### config.mk
export PLATFORM = sky130hd
export DESIGN_NAME = risc_mem_arbiter_flat
export DESIGN_NICKNAME = d
export VERILOG_FILES = /design/src/rtl/risc_mem_arbiter_if.sv /design/src/rtl/risc_mem_arbiter.sv /design/src/flat_wrapper.sv
export SDC_FILE = /design/constraint.sdc
export NUM_CORES = 1
export LEC_CHECK = 0
export CAP_MARGIN = 5
export CORE_AREA = 3 3 94 96
export DETAILED_ROUTE_END_ITERATION = 10
export DIE_AREA = 0 0 97 99
export PLACE_DENSITY_LB_ADDON = 0.08
export SETUP_SLACK_MARGIN = 0.2
export SLEW_MARGIN = 15
export SYNTH_ARGS = -nofsm -noshare
export SYNTH_HDL_FRONTEND = slang
export SYNTH_SLANG_ARGS = --single-unit
### constraint.sdc
create_clock -name CLK -period 3.35 [get_ports CLK]
set_input_delay 0.335 -clock CLK [delete_from_list [all_inputs] [get_ports CLK]]
set_output_delay 0.335 -clock CLK [all_outputs]
set_load 0.01 [all_outputs]
### src/rtl/risc_mem_arbiter_if.sv
// Bus bundle between the RISC_TOY core ports, the arbiter and the shared single-port SRAM.
// Handshake: a request (I_REQ/D_REQ) is taken in any cycle its STALL is low; while STALL is
// high the requester holds REQ and its address/data stable. VALID follows each grant by one cycle.
interface risc_mem_arbiter_if #(
  parameter int AW = 10,
  parameter int BW = 32
);
  logic          I_REQ;
  logic [29:0]   I_ADDR;
  logic          I_STALL;
  logic          I_VALID;
  logic [BW-1:0] I_RDATA;

  logic          D_REQ;
  logic          D_WE;
  logic [29:0]   D_ADDR;
  logic [BW-1:0] D_WDATA;
  logic          D_STALL;
  logic          D_VALID;
  logic [BW-1:0] D_RDATA;

  logic          M_CSN;
  logic          M_WEN;
  logic [AW-1:0] M_A;
  logic [BW-1:0] M_DI;
  logic [BW-1:0] M_DOUT;

  // arbiter side
  modport slave (
    input  I_REQ, I_ADDR, D_REQ, D_WE, D_ADDR, D_WDATA, M_DOUT,
    output I_STALL, I_VALID, I_RDATA, D_STALL, D_VALID, D_RDATA,
    output M_CSN, M_WEN, M_A, M_DI
  );

  // core + SRAM side
  modport master (
    output I_REQ, I_ADDR, D_REQ, D_WE, D_ADDR, D_WDATA, M_DOUT,
    input  I_STALL, I_VALID, I_RDATA, D_STALL, D_VALID, D_RDATA,
    input  M_CSN, M_WEN, M_A, M_DI
  );
endinterface

### src/rtl/risc_mem_arbiter.sv
// Arbitrates one single-port SRAM between instruction fetch and data access: data has fixed
// priority, bounded by a streak counter that forces an instruction grant.
module risc_mem_arbiter #(
  parameter int AW          = 10,
  parameter int BW          = 32,
  parameter int MAX_DSTREAK = 4
) (
  input  logic                CLK,
  input  logic                RSTN,
  risc_mem_arbiter_if.slave   bus,
  output logic [1:0]          dbg_owner,
  output logic [3:0]          dbg_streak
);

  typedef enum logic [1:0] {
    O_NONE = 2'd0,
    O_I    = 2'd1,
    O_D_RD = 2'd2,
    O_D_WR = 2'd3
  } owner_e;

  owner_e     owner, owner_nxt;
  logic [3:0] streak, streak_nxt;

  logic i_req, d_req, force_i, grant_i, grant_d;

  // Requests are masked during reset so the SRAM stays idle while RSTN is low.
  assign i_req   = bus.I_REQ & RSTN;
  assign d_req   = bus.D_REQ & RSTN;
  assign force_i = (streak == 4'(MAX_DSTREAK));
  assign grant_d = d_req & ~(i_req & force_i);
  assign grant_i = i_req & ~grant_d;

  assign bus.I_STALL = i_req & ~grant_i;
  assign bus.D_STALL = d_req & ~grant_d;

  // Upper address bits alias onto the SRAM and are deliberately dropped.
  logic unused_addr_hi;
  assign unused_addr_hi = ^{bus.I_ADDR[29:AW], bus.D_ADDR[29:AW]};

  always_ff @(posedge CLK or negedge RSTN) begin
    if (!RSTN) begin
      owner  <= O_NONE;
      streak <= 4'd0;
    end else begin
      owner  <= owner_nxt;
      streak <= streak_nxt;
    end
  end

  always_comb begin
    owner_nxt  = O_NONE;
    streak_nxt = streak;
    bus.M_CSN  = 1'b1;
    bus.M_WEN  = 1'b1;
    bus.M_A    = '0;
    bus.M_DI   = '0;

    if (grant_d) begin
      bus.M_CSN = 1'b0;
      bus.M_WEN = ~bus.D_WE;
      bus.M_A   = bus.D_ADDR[AW-1:0];
      bus.M_DI  = bus.D_WDATA;
      owner_nxt = bus.D_WE ? O_D_WR : O_D_RD;
    end else if (grant_i) begin
      bus.M_CSN = 1'b0;
      bus.M_A   = bus.I_ADDR[AW-1:0];
      owner_nxt = O_I;
    end

    // Streak counts data wins only while a fetch is actually waiting.
    if (grant_i || !i_req) begin
      streak_nxt = 4'd0;
    end else if (grant_d && (streak < 4'(MAX_DSTREAK))) begin
      streak_nxt = streak + 4'd1;
    end
  end

  assign bus.I_VALID = (owner == O_I);
  assign bus.D_VALID = (owner == O_D_RD) || (owner == O_D_WR);
  assign bus.I_RDATA = (owner == O_I)    ? bus.M_DOUT : '0;
  assign bus.D_RDATA = (owner == O_D_RD) ? bus.M_DOUT : '0;

  assign dbg_owner  = owner;
  assign dbg_streak = streak;

endmodule

### src/flat_wrapper.sv
// flat-port wrapper written by rule: the top's interface ports become plain ports
module risc_mem_arbiter_flat 
#(
  parameter int AW          = 10,
  parameter int BW          = 32,
  parameter int MAX_DSTREAK = 4
)
  (CLK, RSTN, dbg_owner, dbg_streak, bus_I_REQ, bus_I_ADDR, bus_D_REQ, bus_D_WE, bus_D_ADDR, bus_D_WDATA, bus_M_DOUT, bus_I_STALL, bus_I_VALID, bus_I_RDATA, bus_D_STALL, bus_D_VALID, bus_D_RDATA, bus_M_CSN, bus_M_WEN, bus_M_A, bus_M_DI);
  risc_mem_arbiter_if #(.AW(AW), .BW(BW)) bus_i ();
  input  logic CLK;
  input  logic RSTN;
  output logic [1:0] dbg_owner;
  output logic [3:0] dbg_streak;
  input wire logic [$bits(bus_i.I_REQ)-1:0] bus_I_REQ;
  input wire logic [$bits(bus_i.I_ADDR)-1:0] bus_I_ADDR;
  input wire logic [$bits(bus_i.D_REQ)-1:0] bus_D_REQ;
  input wire logic [$bits(bus_i.D_WE)-1:0] bus_D_WE;
  input wire logic [$bits(bus_i.D_ADDR)-1:0] bus_D_ADDR;
  input wire logic [$bits(bus_i.D_WDATA)-1:0] bus_D_WDATA;
  input wire logic [$bits(bus_i.M_DOUT)-1:0] bus_M_DOUT;
  output wire logic [$bits(bus_i.I_STALL)-1:0] bus_I_STALL;
  output wire logic [$bits(bus_i.I_VALID)-1:0] bus_I_VALID;
  output wire logic [$bits(bus_i.I_RDATA)-1:0] bus_I_RDATA;
  output wire logic [$bits(bus_i.D_STALL)-1:0] bus_D_STALL;
  output wire logic [$bits(bus_i.D_VALID)-1:0] bus_D_VALID;
  output wire logic [$bits(bus_i.D_RDATA)-1:0] bus_D_RDATA;
  output wire logic [$bits(bus_i.M_CSN)-1:0] bus_M_CSN;
  output wire logic [$bits(bus_i.M_WEN)-1:0] bus_M_WEN;
  output wire logic [$bits(bus_i.M_A)-1:0] bus_M_A;
  output wire logic [$bits(bus_i.M_DI)-1:0] bus_M_DI;
  assign bus_i.I_REQ = bus_I_REQ;
  assign bus_i.I_ADDR = bus_I_ADDR;
  assign bus_i.D_REQ = bus_D_REQ;
  assign bus_i.D_WE = bus_D_WE;
  assign bus_i.D_ADDR = bus_D_ADDR;
  assign bus_i.D_WDATA = bus_D_WDATA;
  assign bus_i.M_DOUT = bus_M_DOUT;
  assign bus_I_STALL = bus_i.I_STALL;
  assign bus_I_VALID = bus_i.I_VALID;
  assign bus_I_RDATA = bus_i.I_RDATA;
  assign bus_D_STALL = bus_i.D_STALL;
  assign bus_D_VALID = bus_i.D_VALID;
  assign bus_D_RDATA = bus_i.D_RDATA;
  assign bus_M_CSN = bus_i.M_CSN;
  assign bus_M_WEN = bus_i.M_WEN;
  assign bus_M_A = bus_i.M_A;
  assign bus_M_DI = bus_i.M_DI;
  risc_mem_arbiter #(.AW(AW), .BW(BW), .MAX_DSTREAK(MAX_DSTREAK)) u_core (.CLK(CLK), .RSTN(RSTN), .bus(bus_i), .dbg_owner(dbg_owner), .dbg_streak(dbg_streak));
endmodule
After elaboration in Yosys (flattened, before gate mapping)

Cells that the tools add are included.

Bits in registers: 6
Bits of input ports: 129

Bitwise operators: 11
$lt $le $gt $ge: 1
Reductions and logical operators: 5
Mux-type cells: 13
Add/sub/neg operators: 1
Equal/unequal tests: 4

Operators by type and width:

| operator              | count |
|---|---|
| $mux W32              | 3 |
| $mux W10              | 2 |
| $mux W4               | 2 |
| $and A1 B1 Y1         | 7 |
| $mux W1               | 5 |
| $add A4 B1 Y4 const B | 1 |
| $eq A2 B2 Y1 const B  | 2 |
| $eq A4 B3 Y1 const B  | 1 |
| $lt A4 B3 Y1 const B  | 1 |
| $not A1 Y1            | 4 |
| $eq A2 B1 Y1 const B  | 1 |
| $logic_or A1 B1 Y1    | 2 |
| $mux W2               | 1 |
| $reduce_bool A2 Y1    | 1 |
| $logic_and A1 B1 Y1   | 1 |
| $logic_not A1 Y1      | 1 |

Depth between registers and ports, before layout

Gate-level depths: netlist (run 1).

Depth after elaboration: 8
Gate-level depth with buffers: 6
Mapped depth without buffers: 5

Worst setup path after synthesis (run 1)

No wires, ideal clock.

Path kind: register to output
From: register u_core.streak[0] (netlist: u_core.dbg_streak[0])
To: output bus_M_A[0]
Data required time: 3.015 ns
Setup slack: 1.709 ns
Arrival: 1.306 ns
Path buffers: 1
Stages on the path, launching flop included: 7
Path through: dfrtp_1 inv_1 ha_1 nand4b_1 nor2b_4 buf_6 a22o_1

Longest elaborated chain between the ends: 8

RTL lines:

| what                     | line                   | text |
|---|---|---|
| start: declaration       | risc_mem_arbiter.sv:23 | `logic [3:0] streak, streak_nxt;` |
| start signal: assignment | risc_mem_arbiter.sv:47 | `streak <= streak_nxt;` |
| $eq A4 B3 Y1 *           | risc_mem_arbiter.sv:30 | `assign force_i = (streak == 4'(MAX_DSTREAK));` |
| $and A1 B1 Y1 *          | risc_mem_arbiter.sv:31 | `assign grant_d = d_req & ~(i_req & force_i);` |
| $not A1 Y1 *             | risc_mem_arbiter.sv:31 |  |
| $and A1 B1 Y1 *          | risc_mem_arbiter.sv:31 |  |
| $not A1 Y1               | risc_mem_arbiter.sv:32 | `assign grant_i = i_req & ~grant_d;` |
| $and A1 B1 Y1            | risc_mem_arbiter.sv:32 |  |
| $mux W10                 | risc_mem_arbiter.sv:65 | `end else if (grant_i) begin` |
| $mux W10 *               | risc_mem_arbiter.sv:59 | `if (grant_d) begin` |
| end: declaration         | flat_wrapper.sv:29     | `output wire logic [$bits(bus_i.M_A)-1:0] bus_M_A;` |

Every way passes the cells marked *; elsewhere a longest branch is shown, timed or not.

Worst setup path in the final report (run 1)

From: input bus_I_REQ
To: output bus_M_A[7]

Longest elaborated chain between the ends: 8

RTL lines:

| what               | line                   | text |
|---|---|---|
| start: declaration | flat_wrapper.sv:14     | `input wire logic [$bits(bus_i.I_REQ)-1:0] bus_I_REQ;` |
| $and A1 B1 Y1 *    | risc_mem_arbiter.sv:28 | `assign i_req = bus.I_REQ & RSTN;` |
| $and A1 B1 Y1      | risc_mem_arbiter.sv:31 |  |
| $not A1 Y1         | risc_mem_arbiter.sv:31 |  |
| $and A1 B1 Y1      | risc_mem_arbiter.sv:31 |  |
| $not A1 Y1         | risc_mem_arbiter.sv:32 |  |
| $and A1 B1 Y1      | risc_mem_arbiter.sv:32 |  |
| $mux W10           | risc_mem_arbiter.sv:65 |  |
| $mux W10 *         | risc_mem_arbiter.sv:59 |  |

Marks and branches as above.

==> flow_summary.html, run 1 <==
<table>
<tr><th>Metric</th><th>Value</th></tr>
<tr><th colspan="2">Run status</th></tr>
<tr><td>Result of the run</td><td>finished, final reports clean</td></tr>
<tr><th colspan="2">Synth</th></tr>
<tr><td>Sequential element share of the synthesized area</td><td>~14%</td></tr>
<tr><td>Unique cell type count in the Yosys netlist</td><td>23</td></tr>
<tr><td>Post-synthesis sequential element count</td><td>6</td></tr>
<tr><td>Synth Area per Inst</td><td>~7.2 um^2</td></tr>
<tr><td>Total nets after synthesis</td><td>around 280</td></tr>
<tr><td>Cell area after synthesis</td><td>0.001077 mm^2</td></tr>
<tr><td>Synthesis Warnings</td><td>0</td></tr>
<tr><td>Instance count of the mapped netlist</td><td>150</td></tr>
<tr><th colspan="2">Worst setup path</th></tr>
<tr><td>CP endpoint kind</td><td>output pin</td></tr>
<tr><td>Worst Setup Path Type</td><td>in -&gt; out</td></tr>
<tr><td>FF-to-FF Start</td><td>u_core.dbg_streak[0]</td></tr>
<tr><td>Max Fanout on Critical Path</td><td>47</td></tr>
<tr><td>Cell chain of the critical path</td><td>clkdlybuf4s50_1 &gt; nand4b_1 &gt; nor2b_4 &gt; buf_12 &gt; a22o_1 &gt; clkdlybuf4s50_1</td></tr>
<tr><td>Critical path origin</td><td>bus_I_REQ</td></tr>
<tr><td>Endpoint arrival time on the critical path</td><td>about 2.2 ns</td></tr>
<tr><td>Slowest stage delay, CP</td><td>about 0.55 ns</td></tr>
<tr><td>Most common cell on crit path</td><td>sky130_fd_sc_hd__clkdlybuf4s50_1</td></tr>
<tr><td>Cell depth of the worst flop-to-flop path</td><td>6</td></tr>
<tr><td>Capture point of the worst reg-to-reg path</td><td>u_core.dbg_streak[0]</td></tr>
<tr><td>Flop2flop setup slack</td><td>between 1.5 and 2 ns</td></tr>
<tr><td>Critical Path RT</td><td>around 3.0 ns</td></tr>
<tr><td>Element type at the critical path start</td><td>primary input</td></tr>
<tr><td>Worst setup path endpoint</td><td>bus_M_A[7]</td></tr>
<tr><td>Highest-delay cell along the critical path</td><td>sky130_fd_sc_hd__clkdlybuf4s50_1</td></tr>
<tr><th colspan="2">Route</th></tr>
<tr><td>Vias after detailed routing</td><td>between 1,500 and 2,000</td></tr>
<tr><td>Post-detailed-route count of antenna-violating nets</td><td>0</td></tr>
<tr><td>First-iteration detailed-routing DRC count</td><td>12</td></tr>
<tr><td>Average wire length per cell after detail routing</td><td>roughly 13 um</td></tr>
<tr><td>First-pass detailed-route iteration total</td><td>3</td></tr>
<tr><td>Total wire length</td><td>between 5000 and 6000 um</td></tr>
<tr><td>Drt drc</td><td>0</td></tr>
<tr><td>Avg Vias per Cell</td><td>3.814</td></tr>
<tr><th colspan="2">Timing</th></tr>
<tr><td>Summed negative setup slack over all endpoints</td><td>0 ns</td></tr>
<tr><td>Layout Skew</td><td>approximately 0.0052 ns</td></tr>
<tr><td>Maximum achievable frequency</td><td>390.4 MHz</td></tr>
<tr><td>Setup violations, final</td><td>0</td></tr>
<tr><td>Transition at the pin with the smallest max-transition slack</td><td>0.2465 ns</td></tr>
<tr><td>Number of hold violations in the final report</td><td>0</td></tr>
<tr><td>Worst slew slack as a fraction of its limit</td><td>between 80% and 90%</td></tr>
<tr><td>Setup repair after global routing missed its margin</td><td>false</td></tr>
<tr><td>Final-report max-slew violation count</td><td>0</td></tr>
<tr><td>Hold WS</td><td>0.3896 ns</td></tr>
<tr><td>Minimum period implied by the final worst setup slack</td><td>2.562 ns</td></tr>
<tr><td>Post-route clock period utilization</td><td>roughly 76%</td></tr>
<tr><th colspan="2">Die</th></tr>
<tr><td>Number of standard-cell rows in the floorplan</td><td>33</td></tr>
<tr><td>Full die area</td><td>roughly 0.0096 mm^2</td></tr>
<tr><td>Width of the die</td><td>between 90 and 100 um</td></tr>
<tr><td>Core area</td><td>0.008134 mm^2</td></tr>
<tr><td>Die height</td><td>about 100 um</td></tr>
<tr><td>Initial core utilization</td><td>a little over an eighth</td></tr>
<tr><td>I/O pin count</td><td>between 200 and 250</td></tr>
<tr><th colspan="2">Pwr</th></tr>
<tr><td>Power density normalized to cell area</td><td>around 160 mW/mm^2</td></tr>
<tr><td>Worst VDD drop</td><td>0.08178 mV</td></tr>
<tr><td>Total power consumption of the routed design</td><td>512.3 uW</td></tr>
<tr><td>Leakage power figure</td><td>1.307 nW</td></tr>
<tr><th colspan="2">Global route</th></tr>
<tr><td>Antenna violations before repair</td><td>0</td></tr>
<tr><td>Pin count of the biggest net entering global routing</td><td>48</td></tr>
<tr><td>Global-route wire length before repair</td><td>between 8000 and 9000 um</td></tr>
<tr><td>Overall track demand over capacity in global routing</td><td>approximately 11%</td></tr>
<tr><td>Via count of the first global-routing pass</td><td>1,718</td></tr>
<tr><td>Overflow after GRT</td><td>0</td></tr>
<tr><th colspan="2">Placed design</th></tr>
<tr><td>Routability cong.</td><td>roughly 0.79</td></tr>
<tr><td>Number of port buffers</td><td>roughly 200</td></tr>
<tr><td>DP Wirelength</td><td>5127 um</td></tr>
<tr><th colspan="2">Clock network</th></tr>
<tr><td>Clk root buf</td><td>sky130_fd_sc_hd__clkbuf_8</td></tr>
<tr><td>Clock sink count</td><td>6</td></tr>
<tr><td>Worst skew pair latency</td><td>between 0.2 and 0.25 ns</td></tr>
<tr><td>Maximum clock path buffer count</td><td>2</td></tr>
<tr><td>Clock slew at reported path FFs</td><td>around 0.040 ns</td></tr>
<tr><td>Post CTS Setup Buffer Count</td><td>0</td></tr>
<tr><td>Clock tree from TritonCTS</td><td>built</td></tr>
<tr><td>Number of buffers inserted during clock tree synthesis</td><td>3</td></tr>
<tr><td>Number of gates resized after cts</td><td>0</td></tr>
<tr><td>Hold-fix buffers, CTS</td><td>0</td></tr>
<tr><td>Number of H-tree branching levels</td><td>1</td></tr>
<tr><th colspan="2">Hold path</th></tr>
<tr><td>Path class of the lowest-slack min-delay path</td><td>in -&gt; async</td></tr>
<tr><th colspan="2">Final layout</th></tr>
<tr><td>Ant. Diodes</td><td>0</td></tr>
<tr><td>Commonest non-fill, non-tap cell in the layout</td><td>sky130_fd_sc_hd__clkdlybuf4s50_1</td></tr>
<tr><td>Leading cell types in the layout, fill and taps excluded</td><td>sky130_fd_sc_hd__clkdlybuf4s50_1 (206), sky130_fd_sc_hd__and2_1 (97), sky130_fd_sc_hd__a22o_1 (10), sky130_fd_sc_hd__dfrtp_1 (6), sky130_fd_sc_hd__buf_4 (4)</td></tr>
<tr><td>Fill cells</td><td>a little over 800</td></tr>
<tr><td>Layout cells sized above 1</td><td>about 2.8%</td></tr>
<tr><td>Sequential cell area</td><td>150.1 um^2</td></tr>
<tr><td>Area added between synthesis and finish</td><td>205.9%</td></tr>
<tr><td>Footprint of the multi-input gates</td><td>between 800 and 900 um^2</td></tr>
<tr><td>Net count of the finished layout</td><td>between 400 and 500</td></tr>
<tr><th colspan="2">Run</th></tr>
<tr><td>Max capacitance violation total</td><td>0</td></tr>
</table>
cells by family after synthesis:
logic type | Yosys count | share of synthesized area, %
AOI/OAI and AO/OA | 14 | 10.68
xor gates and xnor gates | 1 | 0.8132
adders and majority gates | 2 | 2.323
buffers and inverters | 15 | 6.852
DFF | 6 | 13.94
muxes | 1 | 1.045
and+or+nand+nor | 111 | 64.34
through the flow:
| step | instances | setup slack, ns | instance area [um^2] | utilization (%) |
|---|---|---|---|---|
| after floorplan | 150 | 1.709 | 1077 | - |
| after global placement | 453 | 0.7437 | 3254 | 40.01 |
| after detailed placement | 453 | 0.7838 | 3254 | 40.01 |
| after CTS | 456 | 0.7729 | 3296 | 40.52 |
| after global routing | 456 | 0.6837 | 3296 | 40.52 |
| final | 456 | 0.7883 | 3296 | 40.52 |
state kept, by name (all words and copies together) (netlist names):
register           flops
u_core.dbg_owner       2
u_core.dbg_streak      4
layout make-up:
cell class                 instances  area share, %
clock buffer                       3          1.253
inverter                           2         0.2278
multi-input combinational        129          25.89
sequential                         6          4.556
tap                              105          3.986
timing repair buffer             211          64.09
cell usage after synthesis (all sizes together):
| cell | number | area (um^2) |
|---|---|---|
| nor2b | 4 | 32.53 |
| and2 | 97 | 606.8 |
| buf | 5 | 33.78 |
| inv | 2 | 7.510 |
| o21ai | 1 | 5.000 |
| o211a | 1 | 10.01 |
| a21o | 1 | 7.510 |
| nand4b | 1 | 8.760 |
| a22o | 10 | 87.58 |
| and3 | 3 | 18.77 |
| nand3b | 1 | 7.510 |
| a21oi | 1 | 5.000 |
| nor2 | 2 | 7.510 |
| clkbuf | 8 | 32.53 |
| xnor2 | 1 | 8.760 |
| nand2 | 3 | 11.26 |
| mux2 | 1 | 11.26 |
| ha | 2 | 25.02 |
| dfrtp | 6 | 150.1 |
critical path: cells and delay by family:
kind            cells  cell delay [ns]
compound gates      1             0.18
buf+inv             3             1.29
simple gates        2             0.39
power breakdown:
part | switching (mW) | internal [mW] | total, mW
clock network | 0.0316 | 0.0773 | 0.109
registers | 0.00190 | 0.0749 | 0.0768
logic | 0.107 | 0.220 | 0.327
total | 0.140 | 0.372 | 0.512
worst min path at each step:
stage                         start                   end  slack (ns)  cells after the start
6_report                       RSTN  u_core.dbg_streak[1]        0.39                      2
5_1_grt                        RSTN  u_core.dbg_streak[1]        0.40                      2
4_1_cts                        RSTN  u_core.dbg_streak[1]        0.39                      2
3_5_place_dp   u_core.dbg_streak[3]  u_core.dbg_streak[3]        0.60                      1
3_3_place_gp   u_core.dbg_streak[3]  u_core.dbg_streak[3]        0.62                      1
2_1_floorplan                  RSTN   u_core.dbg_owner[0]        0.04                      0
metal layers:
layer	vias up	part of all wire (%)	track usage, %	routed length, um
li1	871	-	-	-
met3	2	11	3.609	656
met5	-	0	0	0
met2	128	51	21.97	3072
met1	738	37	11.38	2219
met4	0	0.45	2.592	27
(Power assumes the default switching activity.)
==> inputs of run 2 (changes only) <==
==> constraint.sdc (replaced) <==
create_clock -name CLK -period 2.44 [get_ports CLK]
set_input_delay 0.244 -clock CLK [delete_from_list [all_inputs] [get_ports CLK]]
set_output_delay 0.244 -clock CLK [all_outputs]
set_load 0.01 [all_outputs]
==> flow_summary.html, run 2 (synthesis gave the netlist of run 1 again) <==
<table>
<tr><th>Metric</th><th>Value</th></tr>
<tr><th colspan="2">Global route</th></tr>
<tr><td>Met2 Resource Use GR</td><td>a little over a fifth</td></tr>
<tr><td>Pin count of the biggest net entering global routing</td><td>24</td></tr>
<tr><td>Via count of the first global-routing pass</td><td>approximately 1,700</td></tr>
<tr><td>Global-route layer with the greatest usage</td><td>met2</td></tr>
<tr><td>Global-route wire length before repair</td><td>between 8000 and 9000 um</td></tr>
<tr><td>Overall track demand over capacity in global routing</td><td>11.18%</td></tr>
<tr><td>Antenna violations before repair</td><td>0</td></tr>
<tr><td>Routing usage on met1</td><td>between 10% and 20%</td></tr>
<tr><td>Met3 track demand over resource in global routing</td><td>under 10%</td></tr>
<tr><td>Overflow after GRT</td><td>0</td></tr>
<tr><th colspan="2">Worst setup path</th></tr>
<tr><td>Cell chain of the critical path</td><td>inv_2 &gt; ha_2 &gt; nand4b_1 &gt; nor2b_4 &gt; buf_6 &gt; and2_1 &gt; clkdlybuf4s50_1</td></tr>
<tr><td>Buffer and inverter count on the worst path</td><td>3</td></tr>
<tr><td>CP endpoint kind</td><td>output pin</td></tr>
<tr><td>Worst Setup Path Type</td><td>reg -&gt; out</td></tr>
<tr><td>Critical Path RT</td><td>between 2 and 2.5 ns</td></tr>
<tr><td>Endpoint arrival time on the critical path</td><td>between 2 and 2.5 ns</td></tr>
<tr><td>Slowest stage delay, CP</td><td>about 0.54 ns</td></tr>
<tr><td>Max Fanout on Critical Path</td><td>15</td></tr>
<tr><td>Element type at the critical path start</td><td>flip-flop</td></tr>
<tr><td>Highest-delay cell along the critical path</td><td>sky130_fd_sc_hd__clkdlybuf4s50_1</td></tr>
<tr><td>Flop2flop setup slack</td><td>between 0.9 and 1 ns</td></tr>
<tr><td>Top delay family on crit path</td><td>buffers and inverters</td></tr>
<tr><td>FF-to-FF Start</td><td>u_core.dbg_streak[0]</td></tr>
<tr><td>Capture point of the worst reg-to-reg path</td><td>u_core.dbg_streak[0]</td></tr>
<tr><td>Cell depth of the worst flop-to-flop path</td><td>7</td></tr>
<tr><th colspan="2">Timing</th></tr>
<tr><td>Maximum achievable frequency</td><td>437.7 MHz</td></tr>
<tr><td>Minimum period implied by the final worst setup slack</td><td>2.285 ns</td></tr>
<tr><td>Transition at the pin with the smallest max-transition slack</td><td>approximately 0.19 ns</td></tr>
<tr><td>Layout Skew</td><td>0.002109 ns</td></tr>
<tr><td>Post-route worst setup slack</td><td>0.1552 ns</td></tr>
<tr><td>Setup repair after global routing missed its margin</td><td>true</td></tr>
<tr><td>Worst slew slack as a fraction of its limit</td><td>86.96%</td></tr>
<tr><td>Setup violations, final</td><td>0</td></tr>
<tr><td>Summed negative setup slack over all endpoints</td><td>0 ns</td></tr>
<tr><td>Number of hold violations in the final report</td><td>0</td></tr>
<tr><td>Final-report max-slew violation count</td><td>0</td></tr>
<tr><td>Post-route clock period utilization</td><td>between 90% and 100%</td></tr>
<tr><th colspan="2">Clock network</th></tr>
<tr><td>Worst skew pair latency</td><td>~0.22 ns</td></tr>
<tr><td>Number of H-tree branching levels</td><td>1</td></tr>
<tr><td>Clock sink count</td><td>6</td></tr>
<tr><td>Clock slew at reported path FFs</td><td>roughly 0.04 ns</td></tr>
<tr><td>Hold-fix buffers, CTS</td><td>0</td></tr>
<tr><td>Clock tree from TritonCTS</td><td>built</td></tr>
<tr><td>Number of buffers inserted during clock tree synthesis</td><td>3</td></tr>
<tr><td>Clk root buf</td><td>sky130_fd_sc_hd__clkbuf_8</td></tr>
<tr><td>Maximum clock path buffer count</td><td>2</td></tr>
<tr><th colspan="2">Route</th></tr>
<tr><td>Post-detailed-route count of antenna-violating nets</td><td>0</td></tr>
<tr><td>First-iteration detailed-routing DRC count</td><td>8</td></tr>
<tr><td>Avg Vias per Cell</td><td>around 3.9</td></tr>
<tr><td>Drt drc</td><td>0</td></tr>
<tr><td>Total wire length</td><td>6064 um</td></tr>
<tr><td>First-pass detailed-route iteration total</td><td>3</td></tr>
<tr><td>Vias after detailed routing</td><td>approximately 1,800</td></tr>
<tr><td>Average wire length per cell after detail routing</td><td>approximately 13 um</td></tr>
<tr><th colspan="2">Die</th></tr>
<tr><td>Number of standard-cell rows in the floorplan</td><td>33</td></tr>
<tr><td>I/O pin count</td><td>~250</td></tr>
<tr><td>Width of the die</td><td>97 um</td></tr>
<tr><td>Core area</td><td>around 0.008 mm^2</td></tr>
<tr><td>Die height</td><td>between 90 and 100 um</td></tr>
<tr><td>Full die area</td><td>around 0.0096 mm^2</td></tr>
<tr><td>Initial core utilization</td><td>between 10% and 20%</td></tr>
<tr><th colspan="2">Final layout</th></tr>
<tr><td>Commonest non-fill, non-tap cell in the layout</td><td>sky130_fd_sc_hd__clkdlybuf4s50_1</td></tr>
<tr><td>Net count of the finished layout</td><td>497</td></tr>
<tr><td>Ant. Diodes</td><td>0</td></tr>
<tr><td>Finished Core Util</td><td>42.10%</td></tr>
<tr><td>Area added between synthesis and finish</td><td>217.9%</td></tr>
<tr><td>Leading cell types in the layout, fill and taps excluded</td><td>sky130_fd_sc_hd__clkdlybuf4s50_1 (173), sky130_fd_sc_hd__and2_1 (97), sky130_fd_sc_hd__dlymetal6s2s_1 (20), sky130_fd_sc_hd__buf_4 (15), sky130_fd_sc_hd__a22o_1 (10)</td></tr>
<tr><td>Fill cells</td><td>823</td></tr>
<tr><td>Layout cells sized above 1</td><td>under 10%</td></tr>
<tr><td>Number of flip-flops under the largest register name</td><td>4</td></tr>
<tr><th colspan="2">Run</th></tr>
<tr><td>Max capacitance violation total</td><td>0</td></tr>
<tr><th colspan="2">Placed design</th></tr>
<tr><td>Routability cong.</td><td>~0.77</td></tr>
<tr><td>Post-Place Setup Slack</td><td>0.1906 ns</td></tr>
<tr><td>DP Wirelength</td><td>approximately 5200 um</td></tr>
<tr><td>Number of port buffers</td><td>206</td></tr>
<tr><th colspan="2">Pwr</th></tr>
<tr><td>Worst VDD drop</td><td>between 0.1 and 0.15 mV</td></tr>
<tr><td>Total power consumption of the routed design</td><td>between 700 and 800 uW</td></tr>
<tr><td>Leakage power figure</td><td>1.727 nW</td></tr>
<tr><td>Power density normalized to cell area</td><td>~210 mW/mm^2</td></tr>
<tr><th colspan="2">Run status</th></tr>
<tr><td>Result of the run</td><td>finished, final reports clean</td></tr>
<tr><th colspan="2">Hold path</th></tr>
<tr><td>Path class of the lowest-slack min-delay path</td><td>in -&gt; async</td></tr>
</table>
==> run 2: changes by cell type in the layout (fill, tap and decap cells not counted), moves of 6 or more <==
cell,previous run,this run
sky130_fd_sc_hd__clkdlybuf4s50_1,206,173
sky130_fd_sc_hd__dlymetal6s2s_1,0,20
sky130_fd_sc_hd__buf_4,4,15
sky130_fd_sc_hd__clkbuf_2,0,7
sky130_fd_sc_hd__dlygate4sd2_1,0,6
==> run 2: report_power, final <==
part           internal (mW)  switching [mW]
Clock                  0.106          0.0439
Sequential             0.103         0.00258
Combinational          0.306           0.149
==> run 2: worst max path at each step <==
| stage | startpoint | to | slack, ns | depth (start not counted) |
|---|---|---|---|---|
| finish | u_core.dbg_streak[0] | bus_M_DI[26] | 0.16 | 7 |
| global route | u_core.dbg_streak[0] | bus_M_DI[26] | 0.07 | 7 |
| CTS | u_core.dbg_streak[0] | bus_M_A[0] | 0.07 | 7 |
| detailed placement | RSTN | bus_M_DI[16] | 0.19 | 6 |
| global placement | RSTN | bus_M_DI[24] | 0.19 | 6 |
| floorplan | u_core.dbg_streak[0] | bus_M_A[0] | 0.89 | 6 |
==> run 2: cell type report <==
cell class                 instances  area, um^2  share of cell area (%)
multi-input combinational        129       855.8                   24.99
tap                              105       131.4                   3.836
clock buffer                       3       41.29                   1.206
sequential                         6       150.1                   4.384
timing repair buffer             224        2238                   65.36
inverter                           2       7.507                  0.2192
==> run 2: layer usage <==
metal	part of all wire, %	up-vias	routed length (um)
met2	51	128	3115
met4	0.45	0	27
met5	0	-	0
met3	13	2	760
met1	36	778	2161
li1	-	901	-
==> run 2: repair_timing <==
item,4_1_cts,5_1_grt
resized for setup,14,36
setup endpoints to repair,44,38
gates cloned,0,1
buffers inserted,3,3
==> run 2: per-stage QoR <==
| stage | cells | cell area (um^2) | hold WS (ns) |
|---|---|---|---|
| floorplan | 150 | 1077 | -0.05159 |
| global placement | 459 | 3299 | 0.5896 |
| detailed placement | 459 | 3299 | 0.5933 |
| CTS | 465 | 3351 | 0.3582 |
| global route | 469 | 3425 | 0.3678 |
| finish | 469 | 3425 | 0.3496 |
